$ cat config.mk
export PLATFORM = sky130hd
export DESIGN_NAME = fifo_rr_arbiter
export DESIGN_NICKNAME = d
export VERILOG_FILES = /design/src/rtl/fifo_arb_pkg.sv /design/src/rtl/fifo_rr_arbiter_rr_pick.sv /design/src/rtl/fifo_rr_arbiter.sv
export SDC_FILE = /design/constraint.sdc
export NUM_CORES = 1
export LEC_CHECK = 0
export CORE_MARGIN = 2
export CORE_UTILIZATION = 32
export DETAILED_ROUTE_END_ITERATION = 10
export GPL_TIMING_DRIVEN = 1
export MAX_ROUTING_LAYER = met4
export PLACE_DENSITY = 0.94
export SYNTH_ARGS = -nofsm -noshare
export SYNTH_HDL_FRONTEND = slang
export SYNTH_SLANG_ARGS = --single-unit
$ cat constraint.sdc
create_clock -name clk -period 2.6 [get_ports clk]
set_input_delay 0.52 -clock clk [delete_from_list [all_inputs] [get_ports clk]]
set_output_delay 0.52 -clock clk [all_outputs]
set_load 0.005 [all_outputs]
$ cat src/rtl/fifo_arb_pkg.sv
// fifo_arb_pkg: shared state type and width helpers for the FIFO write-port arbiter
package fifo_arb_pkg;

  typedef enum logic {
    IDLE  = 1'b0,
    GRANT = 1'b1
  } arb_state_t;

  // Requester index width; never narrower than one bit
  function automatic int id_w(input int n);
    return (n > 2) ? $clog2(n) : 1;
  endfunction

  // Width able to hold a beat count of 0..max_burst
  function automatic int cnt_w(input int max_burst);
    return (max_burst > 1) ? $clog2(max_burst + 1) : 1;
  endfunction

endpackage

$ cat src/rtl/fifo_rr_arbiter_rr_pick.sv
// rr_pick: combinational round-robin search starting just after ptr, ptr itself lowest priority
module rr_pick
  import fifo_arb_pkg::*;
#(
  parameter int NUM_REQ = 4,
  parameter int ID_W    = id_w(NUM_REQ)
) (
  input  logic [NUM_REQ-1:0] req,
  input  logic [ID_W-1:0]    ptr,
  output logic               hit,
  output logic [ID_W-1:0]    idx
);

  // Wrapped segment (0..ptr) first, then the segment after ptr overrides it; lowest index wins in each
  always_comb begin
    hit = 1'b0;
    idx = '0;
    for (int i = NUM_REQ - 1; i >= 0; i--) begin
      if (req[i] && (ID_W'(i) <= ptr)) begin
        hit = 1'b1;
        idx = ID_W'(i);
      end
    end
    for (int i = NUM_REQ - 1; i >= 0; i--) begin
      if (req[i] && (ID_W'(i) > ptr)) begin
        hit = 1'b1;
        idx = ID_W'(i);
      end
    end
  end

endmodule

$ cat src/rtl/fifo_rr_arbiter.sv
// fifo_rr_arbiter: packet-granular round-robin sharing of one FIFO write port; FIFO_ARB_BURST_LIMIT_EN caps beats per grant at MAX_BURST
module fifo_rr_arbiter
  import fifo_arb_pkg::*;
#(
  parameter int  NUM_REQ    = 4,
  parameter int  DATA_WIDTH = 8,
  parameter int  MAX_BURST  = 4,
  localparam int ID_W       = id_w(NUM_REQ)
) (
  input  logic                          clk,
  input  logic                          rst_n,
  input  logic [NUM_REQ-1:0]            req_valid,
  input  logic [NUM_REQ-1:0]            req_last,
  input  logic [NUM_REQ*DATA_WIDTH-1:0] req_data,
  output logic [NUM_REQ-1:0]            req_ready,
  output logic                          fifo_wr_en,
  output logic [DATA_WIDTH-1:0]         fifo_wr_data,
  input  logic                          fifo_wr_full,
  output logic [ID_W-1:0]               grant_id,
  output logic                          busy
);

  arb_state_t            r_state, w_state_nxt;
  logic [ID_W-1:0]       r_grant_id, r_last_ptr, w_pick_idx;
  logic                  w_pick_hit, w_load, w_release, w_burst_done;
  logic                  w_own_valid, w_own_last;
  logic [DATA_WIDTH-1:0] w_own_data;

  if (NUM_REQ < 2 || NUM_REQ > 16) begin : g_bad_num_req
    $error("fifo_rr_arbiter: NUM_REQ must be 2..16");
  end
  if (MAX_BURST < 1 || MAX_BURST > 255) begin : g_bad_max_burst
    $error("fifo_rr_arbiter: MAX_BURST must be 1..255");
  end

  // One picker serves both the IDLE grant and the release-time re-pick; last_ptr equals the owner while granted
  rr_pick #(
    .NUM_REQ (NUM_REQ),
    .ID_W    (ID_W)
  ) u_pick (
    .req (req_valid),
    .ptr (r_last_ptr),
    .hit (w_pick_hit),
    .idx (w_pick_idx)
  );

`ifdef FIFO_ARB_BURST_LIMIT_EN
  localparam int CNT_W = cnt_w(MAX_BURST);
  logic [CNT_W-1:0] r_beat_cnt;
  assign w_burst_done = (r_beat_cnt == CNT_W'(MAX_BURST - 1));
  // Beats transferred under the current grant; restarts on every new grant or release
  always_ff @(posedge clk or negedge rst_n) begin
    if (!rst_n) r_beat_cnt <= '0;
    else if (w_load || w_release) r_beat_cnt <= '0;
    else if (fifo_wr_en) r_beat_cnt <= r_beat_cnt + 1'b1;
  end
`else
  assign w_burst_done = 1'b0;
`endif

  // Mux the owner's valid, last and data out of the requester vectors
  always_comb begin
    w_own_valid = 1'b0;
    w_own_last  = 1'b0;
    w_own_data  = '0;
    for (int i = 0; i < NUM_REQ; i++) begin
      if (ID_W'(i) == r_grant_id) begin
        w_own_valid = req_valid[i];
        w_own_last  = req_last[i];
        w_own_data  = req_data[i*DATA_WIDTH +: DATA_WIDTH];
      end
    end
  end

  // Next state and handshake; the write side sees full in the same cycle so it never writes while full
  always_comb begin
    w_state_nxt  = r_state;
    w_load       = 1'b0;
    w_release    = 1'b0;
    req_ready    = '0;
    fifo_wr_en   = 1'b0;
    fifo_wr_data = '0;
    if (r_state == IDLE) begin
      w_load      = w_pick_hit;
      w_state_nxt = w_pick_hit ? GRANT : IDLE;
    end else begin
      req_ready    = fifo_wr_full ? '0 : (NUM_REQ'(1) << r_grant_id);
      fifo_wr_en   = w_own_valid & ~fifo_wr_full;
      fifo_wr_data = w_own_data;
      w_release    = fifo_wr_en & (w_own_last | w_burst_done);
      w_load       = w_release & w_pick_hit;
      w_state_nxt  = (w_release && !w_pick_hit) ? IDLE : GRANT;
    end
  end

  // State, owner and round-robin pointer; the pointer reset value makes requester 0 win first
  always_ff @(posedge clk or negedge rst_n) begin
    if (!rst_n) begin
      r_state    <= IDLE;
      r_grant_id <= '0;
      r_last_ptr <= ID_W'(NUM_REQ - 1);
    end else begin
      r_state <= w_state_nxt;
      if (w_load) begin
        r_grant_id <= w_pick_idx;
        r_last_ptr <= w_pick_idx;
      end
    end
  end

  assign grant_id = r_grant_id;
  assign busy     = (r_state == GRANT);

endmodule

; Word level (Yosys, flattened, before mapping)
; Cells that the tools add are included.
[word_totals]
input_bits = 43
regBits = 5
wordCells = 66
output_inout_bits = 16
[op_classes]
shift = 1
n_bitwise = 4
n_eq_ne = 3
n_mux = 36
magnitude_cmp = 8
reduce_logical = 11
[ops]
columns = cell, count
row1 = $mux W8, 5
row2 = $mux W1, 21
row3 = $mux W2, 8
row4 = $logic_and A1 B1 Y1, 9
row5 = $mux W4, 2
row6 = $eq A2 B2 Y1 const A, 2
row7 = $gt A1 B2 Y1 const A, 2
row8 = $gt A2 B2 Y1 const A, 2
row9 = $le A1 B2 Y1 const A, 2
row10 = $le A2 B2 Y1 const A, 2
row11 = $shl A1 B2 Y4 const A, 1
row12 = $and A1 B1 Y1, 3
row13 = $eq A1 B2 Y1 const A, 1
row14 = $logic_not A2 Y1, 1
row15 = $logic_not A1 Y1, 1
row16 = $not A1 Y1, 1

; Logic depth before layout (Yosys ltp)
; Gate-level depths: netlist of the first run.
[depth]
word_depth = 14
depth_mapped = 5

; Cells and area by module
; From an unflattened synthesis of the first run, not the netlist that was laid out.
[unflattened]
hier_cells = 63
area_unflattened_um2 = 711.9
[by_module_without_submodules]
columns = mod, seq_area_each_um2, cells_each, area_per_inst_um2, n_inst
row1 = fifo_rr_arbiter, 127.6, 49, 630.6, 1
row2 = rr_pick, 0.0, 14, 81.3, 1

; Least setup slack after synthesis of the first run
; Ideal clock, no wire load.
[synth_path]
kind = register -> output
startpoint = register r_grant_id[0] (netlist: grant_id[0])
endpoint = output port fifo_wr_data[1]
path_stages_with_launch = 5
arrival_time_ns = 1.379
path_buffers = 2
t_required_ns = 2.080
slack_ns = 0.701
path_cell_list = dfrtp_1 > buf_6 > buf_2 > mux4_2 > and2_1
[synth_between]
elab_chain_len = 6
[synth_rtl]
columns = element, line
row1 = start: declaration, fifo_rr_arbiter.sv:24  ; logic [ID_W-1:0] r_grant_id, r_last_ptr, w_pick_idx;
row2 = start signal: assignment, fifo_rr_arbiter.sv:105  ; r_grant_id <= w_pick_idx;
row3 = $logic_not A2 Y1, fifo_rr_arbiter.sv:67  ; if (ID_W'(i) == r_grant_id) begin
row4 = $mux W8 (3 in a row), fifo_rr_arbiter.sv:67
row5 = $mux W8 (*), fifo_rr_arbiter.sv:67
row6 = $mux W8 (*), fifo_rr_arbiter.sv:83  ; if (r_state == IDLE) begin
row7 = end: declaration, fifo_rr_arbiter.sv:17  ; output logic [DATA_WIDTH-1:0] fifo_wr_data,
; Mark *: on every way between the ends. The rest lies on a longest branch, timed or not.

; Worst setup path after layout of the first run
[layout_path]
startpoint = input port req_data[25]
endpoint = output port fifo_wr_data[1]
[layout_between]
elab_chain_len = 2
[layout_rtl]
columns = element, line
row1 = start: declaration, fifo_rr_arbiter.sv:14  ; input logic [NUM_REQ*DATA_WIDTH-1:0] req_data,
row2 = $mux W8, fifo_rr_arbiter.sv:67
row3 = $mux W8, fifo_rr_arbiter.sv:83
; Every way passes these cells.

==> qor.txt, run 1 <==
final WL: 2.71 mm
Root Buffer: clkbuf_4
CTS Hold Buffers Added: 0
Bufs on Longest Clock Path: 2
Post-route DRC: 0
GRT Residual Overflow: 0
sequential power share: 18.3%
Setup crit end kind: output pin
launch point of the worst path: req_data[25]
largest net degree at the start of global routing: 16
global placement routability congestion: 0.816
hold violation count in the final report: 0
Core Box Area: 0.00192 sq mm
count of final setup violators: 0
layout cells sized above 1: 22.2%
Crit path arrival time: 2.05 ns
clk_skew: 0.00413 ns
clk sinks: 5
Period minus WS final: 2.57 ns
crit share post-route: 98.8%
commonest non-fill, non-tap cell in the layout: clkdlybuf4s50_1
IO Count: 59
Skew-Pair Late Insertion Delay: 0.24 ns
final instance area: 0.00135 sq mm
Post-Synthesis Cells: 58
initial antenna violation count: 0
FF-to-FF End: grant_id[0]$_DFFE_PN0P_
Mapped Area: 633 sq um
Switching Fraction: 32.9%
CTS buffer count: 3
commonest non-fill, non-tap cells in the layout: 57 x clkdlybuf4s50_1, 11 x buf_4, 8 x and2_1, 7 x mux4_2
final core utilization: 70.1%
Initial Util: 32.9%
Seq/Total Area, Yosys: 20.2%
fin. max-slew vios: 0
Leak: 0.527 nW
actual slew at the worst max-slew pin: 0.512 ns
#FFs+latches synth: 5
largest fanout on the critical path: 1
register area: 129 sq um
vias in the first global route: 806
via/cell ratio: 5.32
Diodes inserted: 0
reg2reg setup slack: 0.84 ns
vias: 814
WL/cell: 17.7 um
hpwl dp: 2.13 mm
Max Clock Freq: 389 MHz
FP Rows: 16
CP Class: input pin to output pin
Mean Syn Cell Area: 10.9 sq um
Multi-input gate area: 485 sq um
die span in y: 48.5 um
Tot GR Track Use: 25.3%
CP Data Required Time: 2.08 ns
crit start category: input pin
origin of the critical flop-to-flop path: grant_id[1]$_DFFE_PN0P_
Sw Pwr: 332 uW
CTS tree: yes
layout net count: 170
H-tree depth: 1
maximum vdd drop: 0.000568 V
Reg clk slew, reported paths: 0.04 ns
DR pass1 iterations: 4
RSZ-0062 raised after global routing: true
max_cap viols: 0
worst reg2reg path depth: 4
first-pass GRT wire length: 4.30 mm
Die Wd: 48.5 um
area delta synth->final: 113%
clock share of power: 8.6%
total power draw: 1.01 mW
ANT nets after route: 0
count of port buffers added during placement: 58
Max-slew headroom: 65.5%
Post-DP Area: 0.00127 sq mm
combinational fraction of design power: 73.1%
Fill cells: 131
PwrDens: 749 mW/mm^2
Post-Syn Nets: 101
Distinct cells, synth: 25
cell-internal power: 678 uW
yosys warns: 0
die area: 0.00235 sq mm
outcome: finished, final reports clean
Hold Crit Class: input pin to async pin
Starting DRT DRC Count: 16
worst max-delay path: stages:
cell and delay [ns]:
clkdlybuf4s50_1 0.43, mux4_2 0.49, and2_1 0.17, clkdlybuf4s50_1 0.43
synth_stat cells:
| master | number | share of area, % |
|---|---|---|
| and2_1 | 9 | 8.9 |
| mux4_2 | 6 | 21 |
| mux2i_1 | 4 | 6.3 |
| o21ai_0 | 4 | 3.2 |
| clkbuf_1 | 3 | 1.8 |
| dfrtp_1 | 3 | 12 |
| mux4_1 | 3 | 12 |
| o22ai_1 | 3 | 3.0 |
| dfstp_2 | 2 | 8.3 |
| inv_1 | 2 | 1.2 |
| nor2_1 | 2 | 1.2 |
| nor4_1 | 2 | 2.0 |
| nor4b_1 | 2 | 2.8 |
| o32a_1 | 2 | 3.2 |
| a21oi_1 | 1 | 0.79 |
| a22oi_1 | 1 | 1.2 |
| and2_4 | 1 | 1.4 |
| and4b_1 | 1 | 1.6 |
| buf_2 | 1 | 0.79 |
| buf_6 | 1 | 1.8 |
| nand2_1 | 1 | 0.59 |
| nand2b_1 | 1 | 0.99 |
| o211ai_1 | 1 | 1.2 |
| o221ai_1 | 1 | 1.4 |
| or2_2 | 1 | 0.99 |
layer usage:
layer  wire length (um)  GRT usage, %  vias up
met5                  0             -        -
met4                 28          6.19        0
met3                220          5.86        4
met2               1370          44.9       45
met1               1090          28.9      394
li1                   -             -      371
how the worst max path moves through the flow:
stage | endpoint | slack [ns] | depth (start not counted)
after floorplan | fifo_wr_data[1] | 0.70 | 4
after global placement | fifo_wr_en | -0.008 | 5
after global routing | fifo_wr_en | -0.02 | 5
after CTS | fifo_wr_en | 0.0003 | 5
final | fifo_wr_data[1] | 0.03 | 4
after detailed placement | fifo_wr_en | -0.17 | 5
through the flow:
stage | TNS, ns | instances | setup slack (ns) | hold WS, ns
CTS | 0 | 153 | 0.000310 | 0.492
detailed placement | -0.173 | 145 | -0.173 | 0.587
global placement | -0.00846 | 145 | -0.00846 | 0.542
finish | 0 | 153 | 0.0321 | 0.496
global route | -0.0193 | 153 | -0.0193 | 0.492
floorplan | 0 | 58 | 0.701 | 0.224
final cells by class:
type                            instances  area share [%]
Sequential cell                         5            9.56
Multi-Input combinational cell         46            36.0
Inverter                                2           0.557
Clock buffer                            4            1.95
Timing Repair Buffer                   69            49.4
Tap cell                               27            2.51
kinds of logic (layout without fill, tap and decap cells):
family	Yosys count	in the layout	share of synthesized area [%]
buffers and inverters	7	75	5.53
AO/OA/AOI/OAI	13	13	13.8
flip-flops	5	5	20.2
multiplexers	13	13	40.1
AND/OR/NAND/NOR	20	20	20.4
sequential cells by signal (all words and copies together), names as in the netlist:
signal and flops:
busy 1, grant_id 2, r_last_ptr 2
timing repair:
item	4_1_cts	5_1_grt
setup endpoints to repair	8	3
pin swaps	1	1
gates resized for setup	5	2
setup buffers	4	0
power groups by stage:
stage | registers [mW] | logic (mW) | clock network (mW)
2_1_floorplan | 0.145 | 0.384 | 0
3_3_place_gp | 0.197 | 0.619 | 0
3_5_place_dp | 0.201 | 0.648 | 0
4_1_cts | 0.180 | 0.734 | 0.0926
5_1_grt | 0.191 | 0.780 | 0.100
6_report | 0.185 | 0.738 | 0.0871
No activity file was read; power rests on OpenSTA's default activity.
==> run 2: changes to the inputs <==
Settings changed: ABC_CLOCK_PERIOD_IN_PS set to 2600, GPL_TIMING_DRIVEN 1 to 0.
==> run 2 against run 1 <==
Net effect:
- setup slack better by 0.028 ns
- sequential power is 9.7% lower
- cell count decreased by 4.6%
- global-route usage fell by 2.7 points
- non-clock buffer count shrank 7
- maximum frequency up 1.1%
- combinational power is 4.3% lower
- critical endpoint is now fifo_wr_data[3]
- first-iteration DRC count increased by 19%
- die area unchanged
- critical path depth unchanged
- final area shrank 4.0%
- critical path type unchanged
==> qor.txt, run 2 (synthesis results as in run 1) <==
gr busiest metal: met2 (unchanged)
hpwl dp: 1.91 mm (was 2.13 mm)
worst reg2reg path depth: 4 (unchanged)
reg2reg setup slack: 0.91 ns (was 0.84 ns)
Period minus WS final: 2.54 ns (was 2.57 ns)
CP Data Required Time: 2.08 ns (about the same)
crit share post-route: 97.7% (was 98.8%)
GRT Residual Overflow: 0 (unchanged)
Skew-Pair Late Insertion Delay: 0.25 ns (was 0.24 ns)
crit start category: input pin (unchanged)
IO Count: 59 (unchanged)
met2 GRT Util: 36.6% (was 44.9%)
Initial Util: 32.9% (unchanged)
hold violation count in the final report: 0 (unchanged)
Post-route DRC: 0 (unchanged)
Die Wd: 48.5 um (unchanged)
first-pass GRT wire length: 3.97 mm (was 4.30 mm)
M1 GR Usage: 28.3% (was 28.9%)
DR pass1 iterations: 4 (unchanged)
max_cap viols: 0 (unchanged)
maximum vdd drop: 0.000497 V (was 0.000568 V)
Bufs on Longest Clock Path: 2 (unchanged)
clk sinks: 5 (unchanged)
CTS buffer count: 3 (unchanged)
PwrDens: 750 mW/mm^2 (was 749 mW/mm^2)
Fill cells: 144 (was 131)
Crit path arrival time: 2.02 ns (was 2.05 ns)
WL/cell: 17.2 um (was 17.7 um)
clk_skew: 0.00626 ns (was 0.00413 ns)
Setup crit end kind: output pin (unchanged)
Max Clock Freq: 394 MHz (was 389 MHz)
final WL: 2.52 mm (was 2.71 mm)
die area: 0.00235 sq mm (unchanged)
layout cells sized above 1: 14.3% (was 22.2%)
Reg clk slew, reported paths: 0.04 ns (about the same)
CTS Hold Buffers Added: 0 (unchanged)
outcome: finished, final reports clean (unchanged)
crit-path most repeated cell: clkdlybuf4s50_1 (unchanged)
fin. max-slew vios: 0 (unchanged)
vias: 788 (was 814)
Root Buffer: clkbuf_4 (unchanged)
FP Rows: 16 (unchanged)
launch point of the worst path: req_data[19] (was req_data[25])
commonest non-fill, non-tap cells in the layout: 54 x clkdlybuf4s50_1, 9 x and2_1, 6 x mux4_2, 4 x mux2i_1, 4 x o21ai_0 (was 57 x clkdlybuf4s50_1, 11 x buf_4, 8 x and2_1, 7 x mux4_2)
count of final setup violators: 0 (unchanged)
Leak: 0.516 nW (was 0.527 nW)
actual slew at the worst max-slew pin: 0.528 ns (was 0.512 ns)
commonest non-fill, non-tap cell in the layout: clkdlybuf4s50_1 (unchanged)
Starting DRT DRC Count: 19 (was 16)
via/cell ratio: 5.40 (was 5.32)
Hold Crit Class: input pin to async pin (unchanged)
count of port buffers added during placement: 58 (unchanged)
die span in y: 48.5 um (unchanged)
vias in the first global route: 776 (was 806)
Core Box Area: 0.00192 sq mm (unchanged)
Diodes inserted: 0 (unchanged)
ANT nets after route: 0 (unchanged)
met3 global-route usage: 4.01% (was 5.86%)
FF-to-FF End: grant_id[0]$_DFFE_PN0P_ (unchanged)
worst hold margin: 0.487 ns (was 0.496 ns)
Max-slew headroom: 64.5% (was 65.5%)
largest fanout on the critical path: 1 (unchanged)
H-tree depth: 1 (unchanged)
final core utilization: 67.3% (was 70.1%)
global placement routability congestion: 0.771 (was 0.816)
CP Class: input pin to output pin (unchanged)
origin of the critical flop-to-flop path: grant_id[0]$_DFFE_PN0P_ (was grant_id[1]$_DFFE_PN0P_)
Slowest cell on crit path: mux4_1 (was mux4_2)
largest net degree at the start of global routing: 11 (was 16)
area delta synth->final: 104% (was 113%)
initial antenna violation count: 0 (unchanged)
CTS tree: yes (unchanged)
max incr delay on CP: 0.49 ns (about the same)
layout net count: 163 (was 170)
cells along the critical path: clkdlybuf4s50_1 > mux4_1 > and2_1 > clkdlybuf4s50_1 (was clkdlybuf4s50_1 > mux4_2 > and2_1 > clkdlybuf4s50_1)
Tot GR Track Use: 22.5% (was 25.3%)
RSZ-0062 raised after global routing: false (was true)
-- run 2: power by group --
part | switching (mW) | internal (mW)
clock | 0.0386 | 0.0584
sequential | 0.0484 | 0.119
combinational | 0.235 | 0.471
-- run 2: worst max path at each step --
stage | depth (start not counted) | slack, ns | to
detailed placement | 5 | -0.06 | fifo_wr_en
global route | 5 | 0.004 | fifo_wr_data[1]
CTS | 5 | 0.005 | fifo_wr_data[1]
finish | 4 | 0.06 | fifo_wr_data[3]
floorplan | 4 | 0.70 | fifo_wr_data[1]
global placement | 5 | -0.08 | fifo_wr_en
-- run 2: timing repair --
action	CTS	global route
setup endpoints to repair	7	5
setup buffers	0	0
gates resized for setup	4	5
-- run 2: worst max-delay path, delay by kind of cell --
family | cells | cell delay [ns]
multiplexers | 1 | 0.49
buffers and inverters | 2 | 0.83
AND/OR/NAND/NOR | 1 | 0.17
-- run 2: metal layers --
metal / routed length [um] / vias to the layer above / share of wire, %
li1: - / 357 / -
met1: 1080 / 384 / 43
met2: 1240 / 45 / 49
met3: 178 / 2 / 7.1
met4: 19 / 0 / 0.75
met5: 0 / - / 0
-- run 2: per-stage QoR --
step	instance area [sq um]	setup TNS (ns)	total power, mW	cells	setup slack (ns)
CTS	1280	0	0.955	146	0.00453
finish	1290	0	0.970	146	0.0599
global route	1290	0	1.02	146	0.00413
floorplan	633	0	0.529	58	0.701
detailed placement	1250	-0.0625	0.848	143	-0.0625
global placement	1250	-0.0846	0.824	143	-0.0846
-- run 2: cell type report --
cell class | count | area, sq um | area share [%]
Buffer | 4 | 35.0 | 2.71
Clock buffer | 4 | 26.3 | 2.03
Inverter | 2 | 7.51 | 0.580
Multi-Input combinational cell | 46 | 477 | 36.8
Sequential cell | 5 | 128 | 9.86
Tap cell | 27 | 33.8 | 2.61
Timing Repair Buffer | 58 | 587 | 45.4
